`config.mk`:
```
export PLATFORM = sky130hd
export DESIGN_NAME = fifo_wr_arbiter_flat
export DESIGN_NICKNAME = d
export VERILOG_FILES = /design/src/rtl/fifo_wr_arbiter_if.sv /design/src/rtl/fifo_wr_arbiter.sv /design/src/flat_wrapper.sv
export SDC_FILE = /design/constraint.sdc
export NUM_CORES = 1
export LEC_CHECK = 0
export CORE_MARGIN = 1.5
export CORE_UTILIZATION = 34
export DETAILED_ROUTE_END_ITERATION = 12
export PLACE_DENSITY_LB_ADDON = 0.2
export SKIP_CTS_REPAIR_TIMING = 1
export SLEW_MARGIN = 20
export SYNTH_ARGS = -nofsm -noshare
export SYNTH_HDL_FRONTEND = slang
export SYNTH_SLANG_ARGS = --single-unit
```
`constraint.sdc`:
```
create_clock -name wr_clk -period 2.1 [get_ports wr_clk]
set_clock_uncertainty 0.1 [all_clocks]
set_input_delay 0.42 -clock wr_clk [delete_from_list [all_inputs] [get_ports wr_clk]]
set_output_delay 0.42 -clock wr_clk [all_outputs]
set_load 0.02 [all_outputs]
```
`src/rtl/fifo_wr_arbiter_if.sv`:
```
// Write-side bundle between the requesters, the round-robin arbiter and the FIFO.
// The arbiter is the master: it drives the FIFO write strobe, the data, the per-requester ready and the status.
interface fifo_wr_arbiter_if #(
  parameter int DATA_WIDTH = 8,
  parameter int NUM_REQ    = 4
);
  localparam int IW = $clog2(NUM_REQ);

  logic [NUM_REQ-1:0]            req_valid;
  logic [NUM_REQ*DATA_WIDTH-1:0] req_data;
  logic [NUM_REQ-1:0]            req_ready;
  logic                          full;
  logic                          wr_en;
  logic [DATA_WIDTH-1:0]         wr_data;
  logic [IW-1:0]                 grant_id;
  logic                          busy;

  modport master (
    input  req_valid, req_data, full,
    output req_ready, wr_en, wr_data, grant_id, busy
  );

  modport slave (
    output req_valid, req_data, full,
    input  req_ready, wr_en, wr_data, grant_id, busy
  );
endinterface

```
`src/rtl/fifo_wr_arbiter.sv`:
```
// Round-robin owner of the async FIFO write port.
// Each grant lasts for up to BURST_LEN words; the whole block runs in the write-clock domain.
module fifo_wr_arbiter #(
  parameter int DATA_WIDTH = 8,
  parameter int NUM_REQ    = 4,
  parameter int BURST_LEN  = 4
) (
  input  logic               wr_clk,
  input  logic               wr_rst,
  fifo_wr_arbiter_if.master  bus
);
  localparam int IW = $clog2(NUM_REQ);
  localparam int BW = $clog2(BURST_LEN + 1);

  typedef enum logic {IDLE, GRANT} state_t;

  state_t          r_state;
  logic [IW-1:0]   r_owner;
  logic [IW-1:0]   r_last_owner;
  logic [BW-1:0]   r_beats;

  logic                  w_busy;
  logic                  w_owner_valid;
  logic                  w_grant_ok;
  logic                  w_wr_en;
  logic                  w_release;
  logic                  w_found;
  logic [IW-1:0]         w_ref;
  logic [IW-1:0]         w_pick;
  logic [IW:0]           w_idx;
  logic [NUM_REQ-1:0]    w_ready;
  logic [DATA_WIDTH-1:0] w_data;

  assign w_busy        = (r_state == GRANT);
  assign w_owner_valid = bus.req_valid[r_owner];
  assign w_grant_ok    = w_busy && !bus.full && !wr_rst;
  assign w_wr_en       = w_grant_ok && w_owner_valid;
  assign w_release     = (w_wr_en && (r_beats == BW'(BURST_LEN - 1))) || !w_owner_valid;

  // Search starts one past the reference and wraps, so the reference itself is tried last.
  always_comb begin
    w_ref   = w_busy ? r_owner : r_last_owner;
    w_found = 1'b0;
    w_pick  = '0;
    w_idx   = '0;
    for (int k = 1; k <= NUM_REQ; k++) begin
      w_idx = {1'b0, w_ref} + (IW+1)'(k);
      if (w_idx >= (IW+1)'(NUM_REQ))
        w_idx = w_idx - (IW+1)'(NUM_REQ);
      if (!w_found && bus.req_valid[w_idx[IW-1:0]]) begin
        w_found = 1'b1;
        w_pick  = w_idx[IW-1:0];
      end
    end
  end

  always_comb begin
    w_ready = '0;
    w_data  = '0;
    for (int i = 0; i < NUM_REQ; i++) begin
      if (r_owner == IW'(i)) begin
        w_ready[i] = w_grant_ok;
        w_data     = bus.req_data[i*DATA_WIDTH +: DATA_WIDTH];
      end
    end
  end

  always_ff @(posedge wr_clk) begin
    if (wr_rst) begin
      r_state      <= IDLE;
      r_owner      <= '0;
      r_beats      <= '0;
      r_last_owner <= IW'(NUM_REQ - 1);
    end else begin
      case (r_state)
        IDLE: begin
          if (w_found) begin
            r_state      <= GRANT;
            r_owner      <= w_pick;
            r_last_owner <= w_pick;
            r_beats      <= '0;
          end
        end
        GRANT: begin
          if (w_release) begin
            r_beats <= '0;
            if (w_found) begin
              r_owner      <= w_pick;
              r_last_owner <= w_pick;
            end else begin
              r_state <= IDLE;
            end
          end else if (w_wr_en) begin
            r_beats <= r_beats + BW'(1);
          end
        end
        default: r_state <= IDLE;
      endcase
    end
  end

  assign bus.req_ready = w_ready;
  assign bus.wr_en     = w_wr_en;
  assign bus.wr_data   = w_data;
  assign bus.grant_id  = r_owner;
  assign bus.busy      = w_busy;
endmodule

```
`src/flat_wrapper.sv`:
```
// flat-port wrapper written by rule: the top's interface ports become plain ports
module fifo_wr_arbiter_flat 
#(
  parameter int DATA_WIDTH = 8,
  parameter int NUM_REQ    = 4,
  parameter int BURST_LEN  = 4
)
  (wr_clk, wr_rst, bus_req_valid, bus_req_data, bus_full, bus_req_ready, bus_wr_en, bus_wr_data, bus_grant_id, bus_busy);
  fifo_wr_arbiter_if #(.DATA_WIDTH(DATA_WIDTH), .NUM_REQ(NUM_REQ)) bus_i ();
  input  logic wr_clk;
  input  logic wr_rst;
  input wire logic [$bits(bus_i.req_valid)-1:0] bus_req_valid;
  input wire logic [$bits(bus_i.req_data)-1:0] bus_req_data;
  input wire logic [$bits(bus_i.full)-1:0] bus_full;
  output wire logic [$bits(bus_i.req_ready)-1:0] bus_req_ready;
  output wire logic [$bits(bus_i.wr_en)-1:0] bus_wr_en;
  output wire logic [$bits(bus_i.wr_data)-1:0] bus_wr_data;
  output wire logic [$bits(bus_i.grant_id)-1:0] bus_grant_id;
  output wire logic [$bits(bus_i.busy)-1:0] bus_busy;
  assign bus_i.req_valid = bus_req_valid;
  assign bus_i.req_data = bus_req_data;
  assign bus_i.full = bus_full;
  assign bus_req_ready = bus_i.req_ready;
  assign bus_wr_en = bus_i.wr_en;
  assign bus_wr_data = bus_i.wr_data;
  assign bus_grant_id = bus_i.grant_id;
  assign bus_busy = bus_i.busy;
  fifo_wr_arbiter #(.DATA_WIDTH(DATA_WIDTH), .NUM_REQ(NUM_REQ), .BURST_LEN(BURST_LEN)) u_core (.wr_clk(wr_clk), .wr_rst(wr_rst), .bus(bus_i));
endmodule
```
==> flow_summary.json, run 1 <==
{
  "clockBufferDepth": 2,
  "initial_utilization": 0.355,
  "leakage_nw": 0.770,
  "drc": 0,
  "p_per_area_nw_per_um2": 516,
  "cp_num_cells": 3,
  "slew_headroom": 0.820,
  "gr-usage-met1": 0.242,
  "antenna_found_initial": 0,
  "worst_pin_slew_ns": 0.262,
  "antenna_cells": 0,
  "cp_slowest_stage_delay_ns": 0.46,
  "cpLargestDelayFamily": "buffers and inverters",
  "drt_pass1_iterations": 4,
  "cp.arrival_ns": 1.52,
  "yosys.area_share.simple": 0.256,
  "area_growth_pct": 98.5,
  "final-hold-violation-count": 0,
  "drt_iter0_drc": 33,
  "yosysSeqAreaShare": 0.208,
  "post_drt_via_cell_ratio": 5.38,
  "clk_pin_slew_worst_paths_ns": 0.05,
  "busiest_layer": "met2",
  "yosysWarnings": 0,
  "critPathLaunchType": "input pin",
  "synth_fa_ha_area_frac": 0.0325,
  "fin_crit_sh": 0.973,
  "use_met2": 0.349,
  "h-tree-depth": 1,
  "fmax_mhz": 489,
  "coreArea_um2": 2170,
  "synth-xor-area-share": 0,
  "clock_latency_ns": 0.26,
  "holdPathStages": 2,
  "crit_path_top_delay_cell": "mux4_2",
  "path_class": "input pin to primary output",
  "syn_area_per_cell_um2": 9.18,
  "synth_cell_types": 33,
  "use_met3": 0.0536,
  "critPathRequiredTime_ns": 1.58,
  "cts_tree": "yes",
  "grt_max_degree": 16,
  "synth_top_family_by_area": "multiplexers",
  "io_pins": 55,
  "wl_mm": 2.67,
  "dp_hpwl_mm": 2.10,
  "final.min_clock_period_ns": 2.04,
  "grt_pass1_wl_mm": 3.98,
  "layout-drive-gt1-share": 0.270,
  "postRouteAntennaNets": 0,
  "rsz0062_at_grt": "false",
  "synth-seq-cells": 8,
  "num_rows": 17,
  "syn-instance-count": 84,
  "cp.buffers_inverters": 2,
  "cts_buffers": 3,
  "globalRouteOverflowTotal": 0,
  "status": "finished clean",
  "clock-sinks": 8,
  "muxShareOfSynthArea": 0.289,
  "die_y_um": 50.6,
  "synth_nets": 125,
  "grt.total_usage": 0.202,
  "post-route-util": 0.705,
  "path_max_fanout": 1,
  "cts_root_buf": "clkbuf_4",
  "ir_worst_vdd_v": 0.000384,
  "numPortBuffers": 54,
  "place_congestion": 0.814,
  "syn-cell-area_um2": 771,
  "slew_violations": 0,
  "fin_setup_tns_ns": 0,
  "wl_per_cell_um": 14.8,
  "end_kind": "primary output",
  "maxCapViolCount": 0,
  "postLayoutCellArea_um2": 1530,
  "r2r_cells": 6,
  "crit_chain": "clkdlybuf4s50_1 > mux4_2 > dlymetal6s2s_1",
  "setup_viol": 0,
  "die-area_um2": 2560,
  "synth-compound-area-share": 0.149,
  "hold_class": "register to register",
  "die_x_um": 50.6,
  "place_area_um2": 1450,
  "num_vias": 968,
  "final_nets": 195,
  "grt_pass1_vias": 903
}
[worst register-to-register path, delay by kind of cell, from the launching register on]
kind | cells | cell delay [ns]
compound gates | 2 | 0.25
buf+inv | 1 | 0.16
flops | 1 | 0.35
mux | 1 | 0.53
simple gates | 2 | 0.34
[kinds of logic after synthesis]
kind of cell	after synthesis
DFF	8
buffers and inverters	11
adders and majority gates	2
AOI/OAI and AO/OA	18
muxes	11
and+or+nand+nor	34
[layer usage]
metal | vias to the layer above | routed length [um]
met5 | - | 0
met4 | 0 | 29
met3 | 8 | 273
met2 | 52 | 1310
met1 | 446 | 1060
li1 | 462 | -
[cell usage after synthesis]
master / n / area, um^2
o211ai_1: 1 / 7.51
o21bai_1: 1 / 7.51
nor3b_1: 3 / 22.5
mux4_2: 9 / 203
or3b_4: 1 / 11.3
buf_4: 1 / 7.51
nand4_1: 3 / 18.8
o32a_1: 1 / 10.0
nand3_1: 1 / 5.00
o31ai_1: 2 / 15.0
nand2_1: 8 / 30.0
and3_1: 1 / 6.26
buf_1: 1 / 3.75
nand3b_1: 2 / 15.0
and2_1: 1 / 6.26
nand3_2: 1 / 10.0
nor3_1: 4 / 20.0
nor4bb_1: 1 / 10.0
nand2b_1: 1 / 6.26
buf_2: 4 / 20.0
mux2i_1: 2 / 20.0
dfxtp_1: 8 / 160
ha_1: 2 / 25.0
nor2_1: 4 / 15.0
and3b_1: 1 / 8.76
a31o_2: 1 / 8.76
o21ai_2: 1 / 8.76
a211oi_1: 1 / 7.51
inv_1: 4 / 15.0
clkbuf_1: 1 / 3.75
o21ai_0: 3 / 15.0
a21oi_1: 7 / 35.0
or3_1: 2 / 12.5
[cell usage in the layout (no fill, tap or decap), types with 2 or more instances in the layout]
master            n
nand4_1           3
clkdlybuf4s50_1  34
nor3_1            4
inv_1             3
buf_4            18
dfxtp_1           7
o31ai_1           2
nor3b_1           2
ha_1              2
clkbuf_4          3
mux2i_1           2
nand3b_1          2
or3_1             2
buf_6             2
o21ai_0           3
nand2_1           8
a21oi_1           7
nor2_1            4
dlymetal6s2s_1   18
mux4_2            9
[final timing paths]
| check | to | startpoint | slack (ns) |
|---|---|---|---|
| max reg2reg | u_core.r_last_owner[0] | u_core.bus.grant_id[0] | 0.24 |
| max | bus_wr_data[3] | bus_req_data[3] | 0.06 |
| min reg2reg | u_core.r_beats[2] | u_core.r_beats[2] | 0.36 |
| min | u_core.r_beats[2] | u_core.r_beats[2] | 0.36 |
[power breakdown]
part	switching (mW)	internal, mW
Combinational	0.207	0.276
Clock	0.0538	0.0655
Sequential	0.0170	0.170
Total	0.278	0.512
[flip-flops by register name, indices dropped and copies added, names as in the netlist]
register / count
u_core.bus.busy: 1
u_core.bus.grant_id: 2
u_core.r_last_owner: 2
u_core.r_beats: 3
[stage by stage]
| step | instances | total power [mW] | setup WS, ns | hold slack [ns] |
|---|---|---|---|---|
| finish | 180 | 0.790 | 0.0568 | 0.357 |
| global route | 180 | 0.829 | 0.0399 | 0.379 |
| CTS | 180 | 0.797 | -0.553 | 0.360 |
| detailed placement | 177 | 0.677 | -0.553 | 0.352 |
| global placement | 177 | 0.666 | -0.523 | 0.341 |
| floorplan | 84 | 0.439 | 0.00403 | 0.336 |
[cell type report]
class,count,area (um^2)
Clock buffer,3,22.5
Tap cell,28,35.0
Sequential cell,8,161
Fill cell,183,639
Inverter,4,15.0
Multi-Input combinational cell,65,573
Timing Repair Buffer,72,723
Power figures use the tool's default switching activity.
==> inputs of run 2 (changes only) <==
--- a/config.mk
+++ b/config.mk
@@ -7,9 +7,11 @@
 export LEC_CHECK = 0
 export CORE_MARGIN = 1.5
 export CORE_UTILIZATION = 34
+export CTS_CLUSTER_SIZE = 20
 export DETAILED_ROUTE_END_ITERATION = 12
 export PLACE_DENSITY_LB_ADDON = 0.2
 export SKIP_CTS_REPAIR_TIMING = 1
+export SKIP_LAST_GASP = 1
 export SLEW_MARGIN = 20
 export SYNTH_ARGS = -nofsm -noshare
 export SYNTH_HDL_FRONTEND = slang
==> results of run 2 <==
The final DEF is identical to that of run 1; final timing and power are the same.
